[src/rtl/io_bus_master.sv]
// Requester end of the IO hub strobe/ack register bus: one transaction at a time,
// single reads/writes or masked read-poll, with strobe timeout and poll limit.
module io_bus_master #(
   parameter int ADDR_W     = 16,
   parameter int DATA_W     = 16,
   parameter int TIMEOUT    = 255,
   parameter int POLL_GAP   = 8,
   parameter int POLL_LIMIT = 1024
) (
   input  logic              clk_i,
   input  logic              rst_i,
   input  logic              cmd_valid_i,
   output logic              cmd_ready_o,
   input  logic              cmd_we_i,
   input  logic              cmd_poll_i,
   input  logic [ADDR_W-1:0] cmd_addr_i,
   input  logic [DATA_W-1:0] cmd_dat_i,
   input  logic [DATA_W-1:0] cmd_mask_i,
   input  logic [DATA_W-1:0] cmd_match_i,
   output logic              rsp_valid_o,
   output logic [DATA_W-1:0] rsp_dat_o,
   output logic              rsp_err_o,
   output logic              busy_o,
   output logic              io_stb_o,
   output logic              io_we_o,
   output logic [ADDR_W-1:0] io_addr_o,
   output logic [DATA_W-1:0] io_dat_o,
   input  logic              io_ack_i,
   input  logic [DATA_W-1:0] io_dat_i
);

   typedef enum logic [1:0] {S_IDLE, S_REQ, S_GAP, S_RSP} state_t;

   localparam logic [15:0] TMO_N   = 16'(TIMEOUT);
   localparam logic [15:0] LIMIT_N = 16'(POLL_LIMIT);
   localparam logic [8:0]  GAP_N   = 9'(POLL_GAP);

   state_t            r_state;
   logic              r_poll;
   logic [DATA_W-1:0] r_mask;
   logic [DATA_W-1:0] r_match;
   logic [15:0]       r_tmo_cnt;
   logic [15:0]       r_poll_cnt;
   logic [7:0]        r_gap_cnt;

   logic        w_ack;
   logic        w_match;
   logic        w_tmo_hit;
   logic        w_limit_hit;
   logic        w_gap_done;
   logic [15:0] w_tmo_inc;
   logic [15:0] w_poll_inc;

   // An ack only counts while our own strobe is up; stray acks are ignored.
   assign w_ack       = io_ack_i & io_stb_o;
   assign w_match     = ((io_dat_i & r_mask) == (r_match & r_mask));
   assign w_tmo_inc   = (r_tmo_cnt == 16'hFFFF) ? r_tmo_cnt : r_tmo_cnt + 16'd1;
   assign w_poll_inc  = (r_poll_cnt == 16'hFFFF) ? r_poll_cnt : r_poll_cnt + 16'd1;
   assign w_tmo_hit   = (w_tmo_inc >= TMO_N);
   assign w_limit_hit = (LIMIT_N != 16'd0) && (w_poll_inc >= LIMIT_N);
   assign w_gap_done  = (({1'b0, r_gap_cnt} + 9'd1) >= GAP_N);

   // NOTE: every state register and output here uses <= so that all of them
   // update together at the edge and no block observes a half-updated state.
   always_ff @(posedge clk_i or negedge rst_i) begin
      if (!rst_i) begin
         r_state     <= S_IDLE;
         r_poll      <= 1'b0;
         r_mask      <= '0;
         r_match     <= '0;
         r_tmo_cnt   <= '0;
         r_poll_cnt  <= '0;
         r_gap_cnt   <= '0;
         cmd_ready_o <= 1'b1;
         rsp_valid_o <= 1'b0;
         rsp_dat_o   <= '0;
         rsp_err_o   <= 1'b0;
         busy_o      <= 1'b0;
         io_stb_o    <= 1'b0;
         io_we_o     <= 1'b0;
         io_addr_o   <= '0;
         io_dat_o    <= '0;
      end else begin
         case (r_state)
            S_IDLE: begin
               if (cmd_valid_i && cmd_ready_o) begin
                  r_poll      <= cmd_poll_i & ~cmd_we_i;
                  r_mask      <= cmd_mask_i;
                  r_match     <= cmd_match_i;
                  r_tmo_cnt   <= '0;
                  r_poll_cnt  <= '0;
                  io_stb_o    <= 1'b1;
                  io_we_o     <= cmd_we_i;
                  io_addr_o   <= cmd_addr_i;
                  io_dat_o    <= cmd_we_i ? cmd_dat_i : '0;
                  cmd_ready_o <= 1'b0;
                  busy_o      <= 1'b1;
                  r_state     <= S_REQ;
               end
            end

            S_REQ: begin
               if (w_ack) begin
                  io_stb_o <= 1'b0;
                  if (r_poll && !w_match) begin
                     r_poll_cnt <= w_poll_inc;
                     if (w_limit_hit) begin
                        rsp_valid_o <= 1'b1;
                        rsp_err_o   <= 1'b1;
                        rsp_dat_o   <= io_dat_i;
                        r_state     <= S_RSP;
                     end else begin
                        r_gap_cnt <= '0;
                        r_state   <= S_GAP;
                     end
                  end else begin
                     rsp_valid_o <= 1'b1;
                     rsp_err_o   <= 1'b0;
                     rsp_dat_o   <= io_we_o ? '0 : io_dat_i;
                     r_state     <= S_RSP;
                  end
               end else if (w_tmo_hit) begin
                  // Ack has priority, so the timeout path is only reached without one.
                  io_stb_o    <= 1'b0;
                  r_tmo_cnt   <= w_tmo_inc;
                  rsp_valid_o <= 1'b1;
                  rsp_err_o   <= 1'b1;
                  rsp_dat_o   <= '0;
                  r_state     <= S_RSP;
               end else begin
                  r_tmo_cnt <= w_tmo_inc;
               end
            end

            S_GAP: begin
               if (w_gap_done) begin
                  r_tmo_cnt <= '0;
                  io_stb_o  <= 1'b1;
                  r_state   <= S_REQ;
               end else begin
                  r_gap_cnt <= r_gap_cnt + 8'd1;
               end
            end

            S_RSP: begin
               rsp_valid_o <= 1'b0;
               rsp_err_o   <= 1'b0;
               cmd_ready_o <= 1'b1;
               busy_o      <= 1'b0;
               r_state     <= S_IDLE;
            end

            default: begin
               r_state <= S_IDLE;
            end
         endcase
      end
   end

endmodule

[config.mk]
export PLATFORM = sky130hd
export DESIGN_NAME = io_bus_master
export DESIGN_NICKNAME = d
export VERILOG_FILES = /design/src/rtl/io_bus_master.sv
export SDC_FILE = /design/constraint.sdc
export NUM_CORES = 1
export LEC_CHECK = 0
export BUFFER_PORTS_ARGS = -buffer_cell sky130_fd_sc_hd__buf_2
export CORE_AREA = 2 2 106 108
export CTS_CLUSTER_SIZE = 12
export DETAILED_ROUTE_END_ITERATION = 7
export DIE_AREA = 0 0 108 110
export HOLD_SLACK_MARGIN = 0.06
export PLACE_DENSITY = 0.95
export SLEW_MARGIN = 20
export SYNTH_ARGS = -nofsm -noshare
export SYNTH_HDL_FRONTEND = slang
export SYNTH_SLANG_ARGS = --single-unit
export TNS_END_PERCENT = 30
[constraint.sdc]
create_clock -name clk_i -period 4.75 [get_ports clk_i]
set_input_delay 1.1875 -clock clk_i [delete_from_list [all_inputs] [get_ports clk_i]]
set_output_delay 1.1875 -clock clk_i [all_outputs]
set_load 0.01 [all_outputs]
==> results.md <==
- Via count: 5,633
- Hold wc startpoint: io_dat_o[10]
- Grt met1 use: 0.375
- Placed inst area: 7040 um2
- Crit Path Max Fanout: 16
- NetSw: 1.58 mW
- Initial antenna violation count: 0
- Grt ovf: 0
- Async S/R FF share, synth: 1.00
- Final TNS setup: 0 ns
- Final ANT Viol Nets: 0
- Root Buffer: clkbuf_8
- Synth Cell Area: 6250 um2
- Core area: 10,700 um2
- Most area-hungry cell type in the Yosys netlist: dfrtp_1
- Sw Share: 0.351
- PwrDens: 586 nW/um2
- Share of layout cells above drive strength 1: 0.225
- Pin count of the biggest net entering global routing: 75
- FP Rows: 38
- Number of global-route vias before repair: 5,505
- Commonest cells post-synth: nand2_1, dfrtp_1, nand3_1
- Yosys top cell area share: 0.512
- Area Growth Syn to Fin: 22.9%
- Most frequent cell after synthesis: nand2_1
- Least-Margin Pin Slew: 1.02 ns
- # DRC: 0
- IO buf count: 139
- Total CTS buffers: 17
- Flop pwr share: 0.388
- Synthesis Warnings: 0
- Syn_nets: 791
- WL/cell: 16.5 um
- Setup Viol. Count Final: 0
- Synthesized instance count: 701
- Largest stage delay on the critical path: 0.68 ns
- Power, Total: 4.50 mW
- Slowest CP cell: or4_1
- GPL Wtd Cong: 0.915
- CP Class: reg2reg
- Hold Vio Cnt, Final: 0
- DP HPWL: 10.5 mm
- Worst Hold Path EP: io_dat_o[10]
- Capturing point of the worst reg2reg path: rsp_dat_o[2]
- Die W: 108 um
- Post-route cell area: 7690 um2
- Setup WS post-layout: 1.40 ns
- Number of synthesized flops with an enable pin: 0
- Clk slew on worst S/H paths: 0.06 ns
- DIE HEIGHT: 110 um
- Cell Int Power: 2.92 mW
- Post_cts resized: 0
- Worst VDD drop: 0.455 mV
- Main synth FF type: dfrtp_1
- P_leak: 3.90 nW
- Final Net Count: 918
- Clock power frac: 0.317
- Seq/Total Area, Yosys: 0.516
- Final Util: 0.719
- Hold Crit Depth: 2
- Longest Clk Path Bufs: 2
- Final Max Slew Viols: 0
- Max-cap viol count: 0
- Setup bufs post-CTS: 0
- Hold/Removal Path Class: reg2reg
- Netlist cell types: 60
- Pre-Repair DR Iteration Count: 5
- Ports: 140
- GR peak layer: met2
- R2R Path Start: r_tmo_cnt[0]
- Worst setup SP type: flop
- Later-pin clock latency in the skew report: 0.53 ns
- Starting Density: 0.585
- Status: completed
- TritonCTS Sinks: 129
- Required time worst endpoint: 5.19 ns
- RSZ-0062 raised after global routing: no
- Post-Route WL: 16.2 mm
- Iter 0 DRT Violations: 478
- Arrival @ worst endpoint: 3.79 ns
- Gate power share: 0.295
- Die ar.: 11,900 um2
- Setup Skew: 0.00793 ns
- Flop-to-flop setup slack: 1.40 ns
- Synthesis-stage register bit count: 129
- Syn avg cell area: 8.92 um2
- Reg2reg path depth: 9
- Synth top area cells: dfrtp_1, nand2_1, xor2_1
- Cell Chain, Critical Path: ha_1, nand4_2, or4_1, a221o_1, a2111oi_4, nor3_2, nor3_4, buf_4, mux2i_1
- Endpoint class of the critical path: flop
- Drt via density: 5.74
- Gr usage total: 0.292
- CTS tree: done
- Relative slew slack: 0.320
- Share of the clock period used by the worst path: 0.705
- Achievable clock frequency: 298 MHz
- Post-layout minimum cycle time: 3.35 ns
- Post-CTS Hold Buffers: 0
- Global-route wire length before repair: 26.6 mm
- Grt met3 use: 0.0841
- Antenna Cells: 0
- DP Worst Slack: 1.50 ns
- H-tree lvl count: 4
- Grt met2 use: 0.475
## sequential cells by signal, indices dropped and copies added (netlist names), 2 cells and up
| signal | count |
|---|---|
| r_state | 2 |
| r_tmo_cnt | 16 |
| r_mask | 16 |
| rsp_dat_o | 16 |
| r_poll_cnt | 16 |
| r_gap_cnt | 8 |
| io_addr_o | 16 |
| io_dat_o | 16 |
| r_match | 16 |
## cell type report
type                    instances  area (um2)
flip-flops and latches        129        3230
fillers                       740        3010
multi-input cells             514        2800
repair buffers                145         756
clock buffers                  20         445
clock inverters                12         204
well taps                     140         175
inverters                      21        78.8
## critical path, delay by kind of cell, from the launching register on
kind | cells | cell delay, ns
AO/OA/AOI/OAI | 2 | 0.71
AND/OR/NAND/NOR | 4 | 1.20
adder cells (fa/ha/maj) | 1 | 0.34
flip-flops | 1 | 0.41
multiplexers | 1 | 0.25
buffers and inverters | 1 | 0.33
## metrics by stage
stage	cells	hold WS, ns
after global placement	949	0.445
final	981	0.459
after global routing	981	0.487
after CTS	981	0.467
after floorplan	701	0.435
after detailed placement	949	0.454
## power groups by stage
stage	clock network (mW)	logic, mW	registers [mW]
floorplan	0	0.780	1.76
global placement	0	1.24	1.73
detailed placement	0	1.30	1.74
CTS	1.44	1.33	1.74
global route	1.50	1.48	1.79
finish	1.43	1.33	1.75
## how the worst max path moves through the flow
stage                             from             to  slack [ns]
final                     r_tmo_cnt[0]   rsp_dat_o[2]        1.40
after CTS                 r_tmo_cnt[0]   rsp_dat_o[2]        1.41
after global placement    r_tmo_cnt[0]  rsp_dat_o[14]        1.62
after detailed placement  r_tmo_cnt[0]  rsp_dat_o[10]        1.50
after global routing      r_tmo_cnt[0]   rsp_dat_o[2]        1.22
after floorplan           r_tmo_cnt[0]  rsp_dat_o[10]        1.70
## cells in the final DEF, fill, tap and decap left out, types with 3 or more instances in the layout
cell type and n:
mux2i_1 17, xor2_1 24, o21a_1 4, and2_1 3
inv_1 21, buf_4 6, and3_1 17, nand4_1 14
nor3_1 7, nor2b_1 4, o21ai_0 25, o31ai_1 4
a31oi_1 6, nand2b_1 4, clkbuf_8 3, nor2_1 25
ha_1 4, nand3_1 34, buf_2 138, and4_1 4
o21ai_1 4, nand2_1 229, bufinv_16 5, a21oi_1 25
clkinv_4 3, clkbuf_16 16, xnor2_1 5, dfrtp_1 128
a31o_2 3, a22oi_1 8, a41oi_1 5
## layer usage
metal	vias to the layer above	routed length (um)
met4	0	409
met1	2702	6550
li1	2632	-
met5	-	0
met2	256	8000
met3	43	1260
## kinds of logic after synthesis
family / Yosys count / synth area share
simple gates: 360 / 0.260
flops: 129 / 0.516
compound gates: 103 / 0.109
buf+inv: 58 / 0.0368
xor+xnor: 29 / 0.0406
mux: 18 / 0.0290
fa+ha+maj: 4 / 0.00800
No activity file was read; power rests on OpenSTA's default activity.
